<file path="config.mk">
export PLATFORM = sky130hd
export DESIGN_NAME = rr_arb8
export DESIGN_NICKNAME = d
export VERILOG_FILES = /design/src/rtl/rr_arb_pkg.sv /design/src/rtl/rr_arb8_dec3to8.sv /design/src/rtl/rr_arb8.sv
export SDC_FILE = /design/constraint.sdc
export NUM_CORES = 1
export LEC_CHECK = 0
export BUFFER_PORTS_ARGS = -buffer_cell sky130_fd_sc_hd__buf_2
export CORE_MARGIN = 4
export CORE_UTILIZATION = 45
export CTS_BUF_LIST = sky130_fd_sc_hd__clkbuf_4 sky130_fd_sc_hd__clkbuf_8
export CTS_CLUSTER_SIZE = 40
export DETAILED_ROUTE_END_ITERATION = 8
export GPL_ROUTABILITY_DRIVEN = 0
export PLACE_DENSITY = 0.69
export SLEW_MARGIN = 25
export SYNTH_ARGS = -nofsm -noshare
export SYNTH_HDL_FRONTEND = slang
export SYNTH_SLANG_ARGS = --single-unit
</file>
<file path="constraint.sdc">
create_clock -name clk -period 7.9 [get_ports clk]
set_input_delay 2.37 -clock clk [delete_from_list [all_inputs] [get_ports clk]]
set_output_delay 2.37 -clock clk [all_outputs]
set_load 0.02 [all_outputs]
</file>
<file path="src/rtl/rr_arb_pkg.sv">
// Shared types and helpers for the 8-way round-robin arbiter.
// The scan function returns the first set request after last_idx, wrapping, with last_idx itself checked last.
package rr_arb_pkg;
  localparam int N_REQ = 8;
  localparam int IDX_W = 3;

  typedef enum logic {
    ST_IDLE  = 1'b0,
    ST_GRANT = 1'b1
  } arb_state_t;

  typedef struct packed {
    logic             found;
    logic [IDX_W-1:0] idx;
  } win_t;

  function automatic win_t next_winner(input logic [N_REQ-1:0] req,
                                       input logic [IDX_W-1:0] last_idx);
    win_t             w;
    logic [IDX_W-1:0] cand;
    w.found = 1'b0;
    w.idx   = last_idx;
    // Walk from farthest to nearest so the nearest set bit is the last one written.
    for (int k = N_REQ; k >= 1; k--) begin
      cand = last_idx + k[IDX_W-1:0];
      if (req[cand]) begin
        w.found = 1'b1;
        w.idx   = cand;
      end
    end
    return w;
  endfunction
endpackage

</file>
<file path="src/rtl/rr_arb8_dec3to8.sv">
// 3-to-8 one-hot decoder with enable; all outputs low when disabled.
module dec3to8 (
  input  logic [2:0] idx,
  input  logic       en,
  output logic [7:0] dec
);
  always_comb begin
    dec = '0;
    if (en) dec[idx] = 1'b1;
  end
endmodule

</file>
<file path="src/rtl/rr_arb8.sv">
// 8-requester round-robin arbiter; grant held until the owner releases.
// Optional macro ARB_TIMEOUT_EN enables forced rotation after HOLD_MAX cycles under contention.
//
// state    | meaning
// ST_IDLE  | no owner, gnt all zero, waiting for any request
// ST_GRANT | idx_q owns the resource until it drops its request
module rr_arb8
  import rr_arb_pkg::*;
#(
  parameter int unsigned HOLD_MAX = 16
) (
  input  logic       clk,
  input  logic       rst_n,
  input  logic [7:0] req,
  output logic [7:0] gnt,
  output logic [2:0] gnt_idx,
  output logic       gnt_valid
);
  arb_state_t state_q, state_d;
  logic [IDX_W-1:0] idx_q, idx_d;
  logic [N_REQ-1:0] others;
  win_t win_all, win_oth;

`ifdef ARB_TIMEOUT_EN
  localparam logic [7:0] HOLD_LAST = 8'(HOLD_MAX - 1);
  logic [7:0] hold_q, hold_d;
`endif

  assign others  = req & ~(N_REQ'(1) << idx_q);
  assign win_all = next_winner(req, idx_q);
  assign win_oth = next_winner(others, idx_q);

  always_ff @(posedge clk or negedge rst_n) begin
    if (!rst_n) begin
      state_q <= ST_IDLE;
      idx_q   <= 3'd7;
`ifdef ARB_TIMEOUT_EN
      hold_q  <= '0;
`endif
    end else begin
      state_q <= state_d;
      idx_q   <= idx_d;
`ifdef ARB_TIMEOUT_EN
      hold_q  <= hold_d;
`endif
    end
  end

  always_comb begin
    state_d = state_q;
    idx_d   = idx_q;
`ifdef ARB_TIMEOUT_EN
    hold_d  = hold_q;
`endif
    case (state_q)
      ST_IDLE: begin
        if (win_all.found) begin
          state_d = ST_GRANT;
          idx_d   = win_all.idx;
`ifdef ARB_TIMEOUT_EN
          hold_d  = '0;
`endif
        end
      end
      ST_GRANT: begin
        if (!req[idx_q]) begin
          if (win_oth.found) begin
            idx_d = win_oth.idx;
`ifdef ARB_TIMEOUT_EN
            hold_d = '0;
`endif
          end else begin
            state_d = ST_IDLE;
          end
        end
`ifdef ARB_TIMEOUT_EN
        // Owner still requesting: pre-empt only when someone else is waiting.
        else if (hold_q == HOLD_LAST) begin
          if (win_oth.found) begin
            idx_d  = win_oth.idx;
            hold_d = '0;
          end
        end else begin
          hold_d = hold_q + 8'd1;
        end
`endif
      end
      default: state_d = ST_IDLE;
    endcase
  end

  always_comb begin
    gnt_valid = (state_q == ST_GRANT);
    gnt_idx   = idx_q;
  end

  dec3to8 u_dec (
    .idx (gnt_idx),
    .en  (gnt_valid),
    .dec (gnt)
  );

  a_gnt_onehot0: assert property (@(posedge clk) disable iff (!rst_n) $onehot0(gnt));
  a_hold_range:  assert property (@(posedge clk) (HOLD_MAX >= 2 && HOLD_MAX <= 255));
endmodule

</file>
==> impl_results.md <==
* Outcome: finished clean
* Post-cts hold buffer count at 0
* Max cap viols at 0
* CTS max path bufs at 2
* Slowest CP cell: dfstp_2
* Commonest non-fill, non-tap cells in the layout: buf_2, nand2_1, mux2i_1
* Top-level I/O count at 22
* Clk_lat worst skew at roughly 220 ps
* Filler Cell Count at 350
* Max Used Layer: met3
* Vias/cell at 6.773
* EDFF count, synth at 0
* Sequential share of the synthesized area at 5.748%
* Synthesized net count at 218
* Most common cell after layout, fill and taps aside: buf_2
* FP Rows at 22
* Post-route DRC at 0
* GRT Util Overall at 19.10%
* Syn_area_per_cell at ~9 sq um
* RSZ-0062 raised after global routing: no
* Total vias in the final route at 1761
* Starting Density at 47.91%
* Critical path arrival at 2100 ps
* Synth warn at 0
* Post_cts resized at 0
* Setup bufs post-CTS at 0
* TritonCTS Sinks at 4
* Clock Skew at 4.367 ps
* WP data required at 5530 ps
* M1 WL at around 2100 um
* Period utilisation layout at 56.56%
* Initial antenna violation count at 0
* Worst slew margin at between 50% and 60%
* Port bufs at 21
* Fin crit period at 4468 ps
* Kind of critical path: reg -> out
* Fmax achieved at 0.2238 GHz
* Final hold violations at 0
* DR WL/cell at ~19 um
* Root Driver: clkbuf_8
* DR iter-0 viols at 167
* CTS tree: done
* H-tree levels at 1
* Die Ht at 71.37 um
* Core ar. at about 3800 sq um
* Area growth from synthesis to layout at 7.479%
* Hold crit path type: reg -> reg
* Ratio of cells with drive above 1 in the final layout at between 20% and 30%
* First-pass GRT wire length at 7928 um
* Critical Path Max Stage Delay at 790 ps
* Crit path max fanout at 19
* Number of global-route vias before repair at 1558
* Distinct cells, synth at roughly 60
* Cells along the critical path: inv_1, ha_1, and3_1, buf_2
* DP HPWL at 3685 um
* Largest net degree at the start of global routing at 34
* Clock slew at reported path FFs at roughly 30 ps
* Die Span X at between 70 and 80 um
* Final ANT Viol Nets at 0
* Pre-antenna DRT Iters at 4
* CP Capture Type: output pin
* Tightest Pin Transition at 712.9 ps
* Gate count after technology mapping at 198
* Reg2reg setup slack at 4010 ps
* WL met2 at 2260 um
* Final setup fails at 0
* Post-synth ARST share at between 90% and 100%
* Fin Setup TNS at 0 ps
* Gr ovfl total at 0
* Routed wire length at 4873 um
* CP startpoint kind: flip-flop
* Final Max Tran Viols at 0
* Diodes inserted at 0
* Inserted Clock Buffers at 3
* Routed met3 length at 468 um
* Fin nets at 233
* Primary FF master, synth: dfstp_2
* Post-Syn Area at 1807 sq um
* Flops & latches, synth at 4
* DIE AREA at 5093 sq um
## registers in the layout (all words and copies together), names as in the netlist
signal / count
gnt_idx: 3
gnt_valid: 1
## worst paths after layout
path | startpoint | endpoint | depth (start not counted)
setup / recovery | gnt_idx[1] | gnt[0] | 4
hold / removal | gnt_idx[1] | gnt_idx[1] | 2
setup reg to reg | gnt_idx[1] | gnt_idx[2] | 9
hold reg to reg | gnt_idx[1] | gnt_idx[1] | 2
max in group asynchronous | rst_n | gnt_idx[1] | 1
min in group asynchronous | rst_n | gnt_valid | 1
## critical path: cells and delay by family (launching register included)
family / cells / cell delay, ps
flip-flops: 1 / 790
buffers and inverters: 2 / 570
adder cells (fa/ha/maj): 1 / 340
AND/OR/NAND/NOR: 1 / 170
## cells in the mapped netlist, drive strengths merged (2+ instances only)
master | count | area (sq um)
clkbuf | 5 | 22.52
dfstp | 3 | 78.83
xnor2 | 3 | 33.79
a21boi | 7 | 52.55
a21oi | 8 | 40.04
a22oi | 2 | 15.01
a32o | 2 | 20.02
ha | 10 | 125.1
o211ai | 2 | 20.02
nand4 | 3 | 25.02
a211oi | 3 | 22.52
mux2i | 15 | 150.1
buf | 6 | 56.30
nor3 | 4 | 20.02
nand3 | 2 | 10.01
nor2 | 7 | 26.28
a221oi | 4 | 35.03
mux4 | 16 | 371.6
nand2b | 7 | 58.81
o221ai | 2 | 17.52
a32oi | 2 | 25.03
o21ai | 15 | 75.07
nor2b | 3 | 18.77
and2 | 3 | 18.77
and3 | 8 | 50.05
nand2 | 18 | 67.56
xor2 | 2 | 43.80
mux2 | 6 | 75.07
o22ai | 3 | 18.77
inv | 8 | 30.03
o31ai | 3 | 22.52
o41ai | 2 | 17.52
## stage by stage
step | hold WS [ps] | setup WS [ps] | cells | utilization [%] | area (sq um)
global placement | 705.8 | 3414 | 256 | 50.20 | 1893
finish | 727.3 | 3432 | 260 | 51.49 | 1942
CTS | 727.7 | 3414 | 260 | 51.49 | 1942
detailed placement | 714.4 | 3344 | 256 | 50.20 | 1893
floorplan | 742.4 | 3855 | 198 | - | 1807
global route | 751.1 | 3308 | 260 | 51.49 | 1942
## cell families (layout without fill, tap and decap cells)
family          Yosys count  after routing  synth area share, %
simple gates             59             59                18.14
mux                      37             37                33.03
compound gates           64             64                25.83
fa+ha+maj                10             10                6.925
flops                     4              4                5.748
xor+xnor                  5              5                4.294
buf+inv                  19             33                6.025
## per-layer routing
layer  track usage (%)  up-vias
met5                 0        -
met4             3.758        0
met3             1.683        0
met2             30.61       93
met1             28.07      841
li1                  -      827
## cell type report
class                   instances  area [sq um]  area share (%)
inverters                       8         30.03           1.546
multi-input cells             175          1594           82.09
flip-flops and latches          4         103.9           5.348
repair buffers                 21         105.1           5.412
well taps                      48         60.06           3.093
clock buffers                   4         48.80           2.513
Power is not shown: default switching activity piles up to over one toggle a cycle in this logic, so the estimate is an artifact.
